<file path="config.mk">
export PLATFORM = sky130hd
export DESIGN_NAME = axil_cmd_master
export DESIGN_NICKNAME = d
export VERILOG_FILES = /design/src/rtl/axil_cmd_master.sv
export SDC_FILE = /design/constraint.sdc
export NUM_CORES = 1
export LEC_CHECK = 0
export BUFFER_PORTS_ARGS = -buffer_cell sky130_fd_sc_hd__buf_2
export CORE_MARGIN = 2
export CORE_UTILIZATION = 45
export CTS_CLUSTER_SIZE = 20
export DETAILED_ROUTE_END_ITERATION = 16
export PLACE_DENSITY = 0.79
export SLEW_MARGIN = 20
export SYNTH_ARGS = -nofsm -noshare
export SYNTH_HDL_FRONTEND = slang
export SYNTH_SLANG_ARGS = --single-unit
</file>
<file path="constraint.sdc">
create_clock -name clk -period 3.85 [get_ports clk]
set_input_delay 0.1925 -clock clk [delete_from_list [all_inputs] [get_ports clk]]
set_output_delay 0.1925 -clock clk [all_outputs]
set_load 0.01 [all_outputs]
</file>
<file path="src/rtl/axil_cmd_master.sv">
// Single-outstanding AXI4-Lite bus-functional master: command port in, AXI4-Lite out, response port back.
// Optional per-transaction watchdog enabled by defining AXIL_MASTER_TIMEOUT_EN.
module axil_cmd_master #(
    parameter int ADDR_WIDTH     = 13,
    parameter int DATA_WIDTH     = 32,
    parameter int TIMEOUT_CYCLES = 256
) (
    input  logic                  clk,
    input  logic                  reset,
    input  logic                  cmd_valid,
    output logic                  cmd_ready,
    input  logic                  cmd_write,
    input  logic [ADDR_WIDTH-1:0] cmd_addr,
    input  logic [DATA_WIDTH-1:0] cmd_wdata,
    output logic                  rsp_valid,
    input  logic                  rsp_ready,
    output logic [DATA_WIDTH-1:0] rsp_rdata,
    output logic                  rsp_err,
    output logic [ADDR_WIDTH-1:0] awaddr,
    output logic                  awvalid,
    input  logic                  awready,
    output logic [DATA_WIDTH-1:0] wdata,
    output logic                  wvalid,
    input  logic                  wready,
    input  logic [1:0]            bresp,
    input  logic                  bvalid,
    output logic                  bready,
    output logic [ADDR_WIDTH-1:0] araddr,
    output logic                  arvalid,
    input  logic                  arready,
    input  logic [DATA_WIDTH-1:0] rdata,
    input  logic [1:0]            rresp,
    input  logic                  rvalid,
    output logic                  rready
);

    typedef enum logic [2:0] {
        S_IDLE = 3'd0,
        S_WR   = 3'd1,
        S_WB   = 3'd2,
        S_RA   = 3'd3,
        S_RD   = 3'd4,
        S_RSP  = 3'd5
    } state_t;

    state_t                state_q;
    logic                  cmd_ready_q;
    logic                  awvalid_q;
    logic                  wvalid_q;
    logic                  bready_q;
    logic                  arvalid_q;
    logic                  rready_q;
    logic                  rsp_valid_q;
    logic                  rsp_err_q;
    logic [ADDR_WIDTH-1:0] awaddr_q;
    logic [ADDR_WIDTH-1:0] araddr_q;
    logic [DATA_WIDTH-1:0] wdata_q;
    logic [DATA_WIDTH-1:0] rsp_rdata_q;

    logic chan_s;
    logic aw_done_s;
    logic w_done_s;
    logic tmo_hit_s;

    assign chan_s    = (state_q == S_WR) || (state_q == S_WB) ||
                       (state_q == S_RA) || (state_q == S_RD);
    // A write channel counts as finished once its valid has dropped or is handshaking now.
    assign aw_done_s = ~awvalid_q | awready;
    assign w_done_s  = ~wvalid_q  | wready;

`ifdef AXIL_MASTER_TIMEOUT_EN
    localparam int CNT_W = $clog2(TIMEOUT_CYCLES + 1);
    logic [CNT_W-1:0] tmo_cnt_q;

    assign tmo_hit_s = chan_s && (tmo_cnt_q == CNT_W'(TIMEOUT_CYCLES - 1));

    // Watchdog cycle counter, restarted on every accepted command.
    always_ff @(posedge clk or posedge reset) begin
        if (reset) begin
            tmo_cnt_q <= '0;
        end else if ((state_q == S_IDLE) && cmd_valid) begin
            tmo_cnt_q <= '0;
        end else if (chan_s && !tmo_hit_s) begin
            tmo_cnt_q <= tmo_cnt_q + CNT_W'(1);
        end else begin
            tmo_cnt_q <= tmo_cnt_q;
        end
    end
`else
    assign tmo_hit_s = 1'b0;
`endif

    // Transaction sequencer with all handshake and response outputs registered.
    always_ff @(posedge clk or posedge reset) begin
        if (reset) begin
            state_q     <= S_IDLE;
            cmd_ready_q <= 1'b1;
            awvalid_q   <= 1'b0;
            wvalid_q    <= 1'b0;
            bready_q    <= 1'b0;
            arvalid_q   <= 1'b0;
            rready_q    <= 1'b0;
            rsp_valid_q <= 1'b0;
            rsp_err_q   <= 1'b0;
            awaddr_q    <= '0;
            araddr_q    <= '0;
            wdata_q     <= '0;
            rsp_rdata_q <= '0;
        end else if (tmo_hit_s) begin
            // Deliberate protocol abort: drop every valid/ready and report an error.
            awvalid_q   <= 1'b0;
            wvalid_q    <= 1'b0;
            bready_q    <= 1'b0;
            arvalid_q   <= 1'b0;
            rready_q    <= 1'b0;
            rsp_valid_q <= 1'b1;
            rsp_err_q   <= 1'b1;
            rsp_rdata_q <= '0;
            state_q     <= S_RSP;
        end else begin
            case (state_q)
                S_IDLE: begin
                    if (cmd_valid) begin
                        cmd_ready_q <= 1'b0;
                        if (cmd_write) begin
                            awaddr_q  <= cmd_addr;
                            wdata_q   <= cmd_wdata;
                            awvalid_q <= 1'b1;
                            wvalid_q  <= 1'b1;
                            state_q   <= S_WR;
                        end else begin
                            araddr_q  <= cmd_addr;
                            arvalid_q <= 1'b1;
                            state_q   <= S_RA;
                        end
                    end
                end
                S_WR: begin
                    if (awvalid_q && awready) begin
                        awvalid_q <= 1'b0;
                    end
                    if (wvalid_q && wready) begin
                        wvalid_q <= 1'b0;
                    end
                    if (aw_done_s && w_done_s) begin
                        bready_q <= 1'b1;
                        state_q  <= S_WB;
                    end
                end
                S_WB: begin
                    if (bvalid) begin
                        bready_q    <= 1'b0;
                        rsp_valid_q <= 1'b1;
                        rsp_err_q   <= (bresp != 2'b00);
                        rsp_rdata_q <= '0;
                        state_q     <= S_RSP;
                    end
                end
                S_RA: begin
                    if (arready) begin
                        arvalid_q <= 1'b0;
                        rready_q  <= 1'b1;
                        state_q   <= S_RD;
                    end
                end
                S_RD: begin
                    if (rvalid) begin
                        rready_q    <= 1'b0;
                        rsp_valid_q <= 1'b1;
                        rsp_err_q   <= (rresp != 2'b00);
                        rsp_rdata_q <= rdata;
                        state_q     <= S_RSP;
                    end
                end
                S_RSP: begin
                    if (rsp_ready) begin
                        rsp_valid_q <= 1'b0;
                        cmd_ready_q <= 1'b1;
                        state_q     <= S_IDLE;
                    end
                end
                default: begin
                    awvalid_q   <= 1'b0;
                    wvalid_q    <= 1'b0;
                    bready_q    <= 1'b0;
                    arvalid_q   <= 1'b0;
                    rready_q    <= 1'b0;
                    rsp_valid_q <= 1'b0;
                    cmd_ready_q <= 1'b1;
                    state_q     <= S_IDLE;
                end
            endcase
        end
    end

    assign cmd_ready = cmd_ready_q;
    assign awvalid   = awvalid_q;
    assign wvalid    = wvalid_q;
    assign bready    = bready_q;
    assign arvalid   = arvalid_q;
    assign rready    = rready_q;
    assign rsp_valid = rsp_valid_q;
    assign rsp_err   = rsp_err_q;
    assign awaddr    = awaddr_q;
    assign araddr    = araddr_q;
    assign wdata     = wdata_q;
    assign rsp_rdata = rsp_rdata_q;

endmodule
</file>
==> results of run 1 <==
## placed cells by master (no fill, tap or decap), drive strengths merged, types with 3 or more instances in the layout
cell and instances:
buf 191, dfrtp 100, nand2 66, mux2 59
o21ai 39, inv 15, clkbuf 9, a21oi 8
nor2 6, o41ai 3, or2 3, nor3 3
## flip-flops by register name (all words and copies together), names as in the netlist
signal,count
araddr,13
wvalid,1
wdata,32
awaddr,13
awvalid,1
rready,1
state_q,3
rsp_rdata,32
cmd_ready,1
arvalid,1
bready,1
rsp_valid,1
rsp_err,1
## cell families after synthesis
group,count (synthesis),share of synthesized area [%]
muxes,59,15.82
buffers and inverters,30,3.605
AOI/OAI and AO/OA,64,9.625
adders and majority gates,2,0.5959
and+or+nand+nor,88,10.13
DFF,101,60.22
## worst max path at each step
stage,slack [ns],endpoint
3_3_place_gp,1.65,rsp_err
4_1_cts,1.57,rsp_err
5_1_grt,1.35,rsp_err
2_1_floorplan,1.01,araddr[0]
6_report,1.55,wdata[20]
3_5_place_dp,1.56,wdata[21]
## cell type report
cell class,instances,area (µm²)
clock buffer,9,123.9
fill,794,3764
clock inverter,7,63.81
inverter,10,40.04
tap,111,138.9
multi-input combinational,213,1530
timing repair buffer,191,963.4
sequential,101,2529
## routing by layer
| layer | GRT usage, % | up-vias |
|---|---|---|
| met5 | 0 | - |
| met1 | 23.12 | 1536 |
| li1 | - | 1556 |
| met3 | 8.877 | 15 |
| met2 | 32.97 | 133 |
| met4 | 6.217 | 0 |
## stage by stage
step / area [µm²] / total power [W] / setup WS, ns
after floorplan: 4199 / 0.002932 / 1.012
after global placement: 5201 / 0.003588 / 1.646
after detailed placement: 5201 / 0.003668 / 1.560
after CTS: 5389 / 0.004322 / 1.571
after global routing: 5389 / 0.004602 / 1.355
final: 5389 / 0.004272 / 1.554
## power groups by stage
| stage | logic (W) | clock network [W] | registers [W] |
|---|---|---|---|
| 6_report | 0.00175 | 0.000652 | 0.00187 |
| 5_1_grt | 0.00194 | 0.000721 | 0.00194 |
| 4_1_cts | 0.00178 | 0.000670 | 0.00187 |
| 3_5_place_dp | 0.00178 | 0 | 0.00189 |
| 3_3_place_gp | 0.00173 | 0 | 0.00186 |
| 2_1_floorplan | 0.000871 | 0 | 0.00206 |
## critical path: stages (launching register included)
cell and delay, ns:
dfrtp_1 0.57, inv_1 0.33, nand4_4 0.66, mux2_1 0.59
==> metrics.md, run 1 <==
| Metric | Value |
|---|---|
| Status | completed |
| Largest net degree at the start of global routing | between 70 and 80 |
| Layout cells sized above 1 | between 50 and 60% |
| Sequential share of the synthesized area | 60.22% |
| Max-slew violation count | 0 |
| Syn nets | around 440 |
| Asr flop ratio synth | 100.0% |
| Vias in the first global route | roughly 3400 |
| Hold-fix buffers, CTS | 0 |
| Gr ovfl total | 0 |
| Worst skew pair latency | 0.37 ns |
| Reg2reg end | wdata[20] |
| Endpoints failing setup | 0 |
| Period minus WS final | approximately 2.3 ns |
| Hold_ws | between 0.0006 and 0.0007 ns |
| Worst slew margin | approximately a third |
| PostCTS Resize Cnt | 0 |
| CTS Sinks | roughly 100 |
| EDFF count, synth | 0 |
| RSZ-0062 raised after global routing | false |
| Largest cells by area after synthesis | dfrtp_1 (60%), mux2_2 (15%), nand2_1 (5.9%), o21ai_0 (3.8%), buf_2 (1.5%) |
| Int Power | about 0.0027 W |
| Top Layer Used | met4 |
| Via density | approximately 5.0 |
| Port buffer count | between 150 and 200 |
| Sw Ratio | between 30% and 40% |
| Met3 wire len | around 1000 µm |
| Crit path launch | state_q[2] |
| Synthesized cell area | approximately 4200 µm² |
| Starting DRT DRC Count | 66 |
| First-pass GRT wire length | about 16 mm |
| R2R depth | 3 |
| Worst setup EP type | flip-flop |
| Clk pwr share | roughly 15% |
| Core area | a little over 9000 µm² |
| IO Pins | 189 |
| Overall routing resource usage | about 20% |
| Synth Instances | ~340 |
| Switching pwr | approximately 0.0016 W |
| Die height | 100.6 µm |
| Worst Path Arrival | 2.56 ns |
| H-tree Lvls | 3 |
| Critical-path maximum fanout | 45 |
| Clock Pin Slew Worst Setup and Hold Paths | 0.11 ns |
| Placed insts | 626 |
| CP required | slightly above 4 ns |
| Drt drc | 0 |
| Reg power frac | a little over two fifths |
| Measured slew at the worst slew-check pin | 0.9670 ns |
| Detailed placement HPWL | 7.241 mm |
| Critical path class | reg -> reg |
| Fin util | roughly 59% |
| Leakage | approximately 2.7 nW |
| Reg2reg setup slack | ~1.6 ns |
| Drt first pass iters | 4 |
| NumNets Final | between 600 and 700 |
| Cell variety after synth | 40 |
| Setup tns final | 0 ns |
| Hold WC Path Type | in -> async |
| Period Utilization, post-route | about three fifths |
| Dominant synthesized flop cell | dfrtp_1 |
| Highest Clock Rate | around 440 MHz |
| FF-to-FF Start | state_q[2] |
| Metal2 WL | roughly 4.7 mm |
| Initial core utilization | a little under half |
| Final wirelength | a little under 10 mm |
| Layout area overhead | 28.34% |
| Area share of the largest cell type after synthesis | between 50% and 60% |
| Count leader, synth | dfrtp_1 |
| Die width | between 100 and 150 µm |
| Power Density | between 700 and 800 nW/µm² |
| Die area | between 10000 and 15000 µm² |
| WL/cell | roughly 15 µm |
| DR vias | 3240 |
| CP Launch Type | flip-flop |
| Worst Clk Skew | 0.01804 ns |
| # diodes | 0 |
| GPL Wtd Cong | ~0.90 |
| Syn. warnings | 0 |
| Combinational Power Share | 41.0% |
| Row cnt | 35 |
| CTS max path bufs | 2 |
| Final Non-Filler Cells | between 600 and 700 |
| TritonCTS clock tree | done |
| Initial antenna violation count | 0 |
| Flop and latch count out of synthesis | roughly 100 |
| Clock Root Buffer | clkbuf_8 |
| M1 wire length | about 3.8 mm |
| Leading area contributor after synthesis | dfrtp_1 |
| Max cap viols | 0 |
| Num CTS Buffers | 9 |
| Max IR drop VDD | roughly 0.40 mV |
| Post-CTS setup buffers | 0 |
| Post-Syn Area per Cell | about 12 µm² |
| Top cells by count, synth | dfrtp_1 (100), nand2_1 (66), mux2_2 (56), o21ai_0 (32), buf_2 (13) |
| Final antenna-violating net count | 0 |
| Final hold violation count | 0 |
(Power assumes the default switching activity.)
==> run 2, diff against run 1 <==
--- a/config.mk
+++ b/config.mk
@@ -5,9 +5,10 @@
 export SDC_FILE = /design/constraint.sdc
 export NUM_CORES = 1
 export LEC_CHECK = 0
+export ABC_AREA = 1
 export BUFFER_PORTS_ARGS = -buffer_cell sky130_fd_sc_hd__buf_2
 export CORE_MARGIN = 2
-export CORE_UTILIZATION = 45
+export CORE_UTILIZATION = 43
 export CTS_CLUSTER_SIZE = 20
 export DETAILED_ROUTE_END_ITERATION = 16
 export PLACE_DENSITY = 0.79
==> constraint.sdc (replaced) <==
create_clock -name clk -period 1.9 [get_ports clk]
set_input_delay 0.095 -clock clk [delete_from_list [all_inputs] [get_ports clk]]
set_output_delay 0.095 -clock clk [all_outputs]
set_load 0.01 [all_outputs]
==> run 2 against run 1 <==
Non-clock buffer count up 77. Worst hold slack improved by 0.0097 ns. Count of clock-buffer cells in the layout up 3. Maximum frequency grew 30%. Sequential cell count unchanged.
==> metrics.md, run 2 <==
| Metric | Value |
|---|---|
| CTS max path bufs | 2 |
| Met3 wire len | between 1 and 1.5 mm |
| Most frequent cells in the layout | buf_2 (188), nand2_1 (161), dfrtp_1 (100) |
| Starting DRT DRC Count | between 200 and 300 |
| Int Power | between 0.005 and 0.006 W |
| Critical-path maximum fanout | 33 |
| CP required | between 2 and 2.5 ns |
| CP delay by family, top | simple AND/OR/NAND/NOR gates |
| Core area | 9729 µm² |
| Period minus WS final | roughly 1.8 ns |
| Initial core utilization | between 40% and 50% |
| Final antenna-violating net count | 0 |
| Max incr delay on CP | roughly 0.56 ns |
| Endpoints failing setup | 0 |
| Worst Path Arrival | 2.06 ns |
| Final wirelength | between 10 and 15 mm |
| Critical path class | reg -> reg |
| Reg power frac | roughly 40% |
| Flop and latch count out of synthesis | between 100 and 150 |
| Die area | approximately 11000 µm² |
| RSZ-0062 raised after global routing | false |
| Row cnt | 36 |
| Gr ovfl total | 0 |
| Initial antenna violation count | 0 |
| EDFF count, synth | 0 |
| TritonCTS clock tree | done |
| Max-slew violation count | 0 |
| Detailed placement HPWL | roughly 7.7 mm |
| Die width | 104.0 µm |
| Clock Pin Slew Worst Setup and Hold Paths | around 0.09 ns |
| Period Utilization, post-route | 92.75% |
| CTS Sinks | about 100 |
| Crit-path cells | nor2_8 -> nand3_1 -> nand2_2 -> nor2_8 -> inv_4 -> nand2_1 -> nand2_1 |
| Setup tns final | 0 ns |
| Metal2 WL | around 5.7 mm |
| Dominant synthesized flop cell | dfrtp_1 |
| Final hold violation count | 0 |
| Num CTS Buffers | 9 |
| Area share of the largest cell type after synthesis | between 50% and 60% |
| First-pass GRT wire length | 20.49 mm |
| Sw Ratio | 40.81% |
| Worst setup EP type | flip-flop |
| GPL Wtd Cong | between 0.8 and 0.9 |
| Register area | between 2000 and 3000 µm² |
| Layout area overhead | 47.10% |
| Measured slew at the worst slew-check pin | 0.5803 ns |
| Syn nets | 582 |
| Synth Instances | approximately 490 |
| Clk pwr share | ~16% |
| NumNets Final | about 840 |
| M1 wire length | slightly above 5 mm |
| Synthesized cell area | approximately 4300 µm² |
| Drt drc | 0 |
| IO Pins | ~190 |
| Hold_ws | 0.01042 ns |
| Status | completed |
| Power Density | around 1500 nW/µm² |
| Layout cells sized above 1 | about 30% |
| Top Layer Used | met4 |
| Port buffer count | about 190 |
| Sequential share of the synthesized area | 58.84% |
| Clock Root Buffer | clkbuf_8 |
| Via density | 4.773 |
| Leading cell type in the layout, fill and taps excluded | buf_2 |
| PostCTS Resize Cnt | 0 |
| Combinational Power Share | 43.4% |
| # diodes | 0 |
| Vias in the first global route | between 4000 and 5000 |
| Worst path slowest cell | dfrtp_1 |
| Max IR drop VDD | approximately 1.1 mV |
| Worst skew pair latency | roughly 0.36 ns |
| Worst slew margin | about three fifths |
| Highest Clock Rate | around 570 MHz |
| Syn. warnings | 0 |
| Layout fillers | 757 |
| Worst Clk Skew | ~0.0047 ns |
| Area of the multi-input gates | 1375 µm² |
| Drt first pass iters | 5 |
| Cell variety after synth | 25 |
| H-tree Lvls | 3 |
| Largest cells by area after synthesis | dfrtp_1 (58%), nand2_1 (14%), inv_1 (5.5%), o21ai_0 (4.9%), nand3_1 (4.8%) |
| Design Power | slightly above 0.009 W |
| CP Launch Type | flip-flop |
| Leakage | ~3.7 nW |
| Post-Syn Area per Cell | slightly below 9 µm² |
| Hold WC Path Type | in -> reg |
| CP bufs+invs | 1 |
| Max cap viols | 0 |
| Top cells by count, synth | nand2_1 (161), dfrtp_1 (100), inv_1 (63), o21ai_0 (42), nand3_1 (41) |
| Largest net degree at the start of global routing | ~100 |
| WL/cell | 13.86 µm |
| Die height | approximately 100 µm |
| Asr flop ratio synth | between 90% and 100% |
| Leading area contributor after synthesis | dfrtp_1 |
| DR vias | around 4200 |
| Switching pwr | approximately 0.0038 W |
| Overall routing resource usage | between 20% and 30% |
| Count leader, synth | nand2_1 |
run 2: cell types whose count changed in the layout (fill, tap and decap cells not counted), moves of 4 or more:
cell           change
buf_12             +4
o21ai_1           +17
nor2_1             +4
mux2_2            -56
nand3_1           +41
inv_1             +53
nand2_1           +95
o21ai_0           +10
dlygate4sd3_1     +75
run 2: worst paths after layout:
| path | start | endpoint | slack, ns | cells after the start |
|---|---|---|---|---|
| max | state_q[1] | rsp_rdata[29] | 0.14 | 7 |
| min | cmd_wdata[21] | wdata[21] | 0.01 | 3 |
| max reg2reg | state_q[1] | rsp_rdata[29] | 0.14 | 7 |
| min reg2reg | rsp_rdata[31] | rsp_rdata[31] | 0.48 | 2 |
| max in group asynchronous | reset | bready | 1.04 | 4 |
| min in group asynchronous | reset | rsp_rdata[0] | 0.37 | 4 |
run 2: timing repair:
item                                   CTS  global route
setup buffers                            0             0
setup endpoints to repair                0             0
endpoints found under the hold margin  182             0
hold buffers                            75             0
run 2: layout make-up:
type	instances	area share, %
Clock buffer	12	2.612
Clock inverter	4	0.8510
Timing Repair Buffer	268	28.14
Tap cell	133	2.632
Inverter	66	4.017
Multi-Input combinational cell	298	21.75
Sequential cell	101	40.00
run 2: kinds of logic after synthesis:
logic type	count (synthesis)	synth area share, %
and+or+nand+nor	225	22.88
DFF	101	58.84
buffers and inverters	90	9.374
AOI/OAI and AO/OA	71	8.326
adders and majority gates	2	0.5821
run 2: worst reg2reg max path: stages (launching register included):
cell	delay [ns]
dfrtp_1	0.56
nor2_8	0.25
nand3_1	0.17
nand2_2	0.18
nor2_8	0.05
inv_4	0.25
nand2_1	0.13
nand2_1	0.11
run 2: stage by stage:
step	cells	worst slack (ns)	instance area, µm²	utilization (%)
3_3_place_gp	791	0.2897	5353	55.02
3_5_place_dp	791	0.1909	5353	55.02
4_1_cts	882	0.1722	6322	64.98
6_report	882	0.1377	6322	64.98
2_1_floorplan	489	0.4836	4302	-
5_1_grt	882	0.008521	6322	64.98
run 2: power by group through the flow:
stage / clock network, W / logic, W / registers (W)
global route: 0.00160 / 0.00448 / 0.00388
global placement: 0 / 0.00375 / 0.00374
floorplan: 0 / 0.00200 / 0.00413
finish: 0.00146 / 0.00402 / 0.00377
CTS: 0.00151 / 0.00400 / 0.00374
detailed placement: 0 / 0.00389 / 0.00376
run 2: routing by layer:
metal  track usage [%]  vias to the layer above
met5                 0                        -
li1                  -                     2023
met4             10.91                        0
met2             37.03                      216
met1             29.61                     1941
met3             5.890                       30
==> run 3, diff against run 2 <==
--- a/config.mk
+++ b/config.mk
@@ -11,7 +11,7 @@
 export CORE_UTILIZATION = 43
 export CTS_CLUSTER_SIZE = 20
 export DETAILED_ROUTE_END_ITERATION = 16
-export PLACE_DENSITY = 0.79
+export PLACE_DENSITY_LB_ADDON = 0.12
 export SLEW_MARGIN = 20
 export SYNTH_ARGS = -nofsm -noshare
 export SYNTH_HDL_FRONTEND = slang
==> run 3 against run 2 <==
Setup slack better by 0.13 ns. Non-clock buffer count up 4. Wire length down 5.4%. Register-to-register slack better by 0.13 ns. Critical path depth up 1. Sequential share of layout area about the same. Count of clock-buffer cells in the layout up 1. Cell area about the same. Sequential cell count unchanged. Critical endpoint is now state_q[0].
==> metrics.md, run 3 (same netlist as run 2, synthesis figures left out) <==
| Metric | Value |
|---|---|
| Status | completed |
| Drt drc | 0 |
| Vias in the first global route | around 4000 |
| Reg2reg end | state_q[0] |
| IO Pins | 189 |
| Die width | 104.0 µm |
| Period Utilization, post-route | 86.10% |
| Row cnt | 36 |
| Most frequent cells in the layout | buf_2 (188), nand2_1 (161), dfrtp_1 (100) |
| Core area | just under 10000 µm² |
| Hold Path End | awaddr[3] |
| Die area | around 11000 µm² |
| Measured slew at the worst slew-check pin | approximately 0.47 ns |
| Worst Clk Skew | around 0.0096 ns |
| Worst setup EP type | flip-flop |
| GPL Wtd Cong | around 0.85 |
| Gr ovfl total | 0 |
| PostCTS Resize Cnt | 0 |
| Initial antenna violation count | 0 |
| Num CTS Buffers | 9 |
| Highest Clock Rate | between 600 and 700 MHz |
| Worst Hold Depth | 3 |
| Clock Root Buffer | clkbuf_8 |
| Final wirelength | about 12 mm |
| Max cap viols | 0 |
| Port buffer count | between 150 and 200 |
| Period minus WS final | approximately 1.6 ns |
| Setup tns final | 0 ns |
| NumNets Final | about 840 |
| DP Worst Slack | 0.2686 ns |
| Starting DRT DRC Count | 188 |
| Power Density | around 1400 nW/µm² |
| R2R depth | 8 |
| WL/cell | ~13 µm |
| Critical-path maximum fanout | 7 |
| CTS max path bufs | 2 |
| Largest net degree at the start of global routing | 91 |
| Leading cell type in the layout, fill and taps excluded | buf_2 |
| Worst skew pair latency | approximately 0.36 ns |
| CP required | between 2 and 2.5 ns |
| Max-slew violation count | 0 |
| Die height | about 100 µm |
| Overall routing resource usage | between 20% and 30% |
| Layout fillers | about 820 |
| Placement-stage cell area | 5348 µm² |
| Final hold violation count | 0 |
| Hold WC Path Type | in -> reg |
| Drt first pass iters | 4 |
| Post-CTS setup buffers | 0 |
| TritonCTS clock tree | done |
| Layout cells sized above 1 | roughly 29% |
| Clock Pin Slew Worst Setup and Hold Paths | about 0.090 ns |
| CP Launch Type | flip-flop |
| Final worst setup slack | around 0.26 ns |
| Detailed placement HPWL | ~7.3 mm |
| Via density | ~4.6 |
| Worst slew margin | 68.67% |
| H-tree Lvls | 3 |
| Final antenna-violating net count | 0 |
| CTS Sinks | 101 |
| Endpoints failing setup | 0 |
| Critical path class | reg -> reg |
| DR vias | between 4000 and 5000 |
| Layout area overhead | 47.07% |
| First-pass GRT wire length | approximately 19 mm |
| Hold-fix buffers, CTS | 78 |
| FF-to-FF Start | state_q[0] |
| Final instance area | about 6300 µm² |
| Reg2reg setup slack | 0.26 ns |
| Worst Path Arrival | approximately 1.9 ns |
| Initial core utilization | roughly 44% |
| Max IR drop VDD | just under 0.8 mV |
| # diodes | 0 |
| Min-Delay Startpoint | cmd_addr[3] |
| RSZ-0062 raised after global routing | false |
| Leakage | 3.687 nW |
| Fin util | 64.97% |
==> run 3: changes by cell type in the layout (fill, tap and decap cells not counted), sizes merged <==
cell	before	now
dlygate4sd3	75	78
clkinvlp	3	1
buf	193	194
clkbuf	12	13
clkinv	0	1
==> run 3: worst max path at each step <==
| stage | from | end | slack, ns | cells after the start |
|---|---|---|---|---|
| floorplan | state_q[1] | rsp_rdata[0] | 0.48 | 10 |
| global placement | state_q[1] | state_q[0] | 0.32 | 8 |
| detailed placement | state_q[0] | state_q[0] | 0.27 | 8 |
| CTS | state_q[0] | state_q[0] | 0.25 | 8 |
| global route | state_q[0] | state_q[0] | 0.07 | 8 |
| finish | state_q[0] | state_q[0] | 0.26 | 8 |
==> run 3: metrics by stage <==
step	cells	power, W	hold slack [ns]
after CTS	886	0.009108	0.001561
after global routing	886	0.009806	0.03003
after global placement	792	0.007502	0.07874
final	886	0.009065	0.01801
after floorplan	489	0.006130	0.2282
after detailed placement	792	0.007600	0.07989
==> run 3: routing by layer <==
layer | GRT usage (%) | routed length (µm) | up-vias
li1 | - | - | 2034
met1 | 28.50 | 5163 | 1872
met2 | 35.76 | 5428 | 146
met3 | 4.887 | 723 | 19
met4 | 8.494 | 245 | 0
met5 | 0 | 0 | -
==> run 3: worst max-delay path, stage by stage (launching register included) <==
cell and delay [ns]:
dfrtp_1 0.50, inv_1 0.18, nor2_1 0.09, nand3_1 0.13
nand2_1 0.09, nor2_1 0.28, nand2_1 0.13, nand2_1 0.08
nand2_1 0.06
==> run 3: cell type report <==
cell class                      instances  area, µm²  area share [%]
Clock buffer                           13      148.9           2.356
Sequential cell                       101       2529           40.00
Clock inverter                          3      43.79          0.6928
Inverter                               66      254.0           4.018
Multi-Input combinational cell        298       1375           21.75
Tap cell                              133      166.4           2.633
Timing Repair Buffer                  272       1804           28.54
==> run 3: where the power goes <==
| group | total (W) | internal [W] | switching [W] |
|---|---|---|---|
| clock | 0.00137 | 0.000651 | 0.000718 |
| combinational | 0.00399 | 0.00161 | 0.00238 |
| sequential | 0.00370 | 0.00314 | 0.000563 |
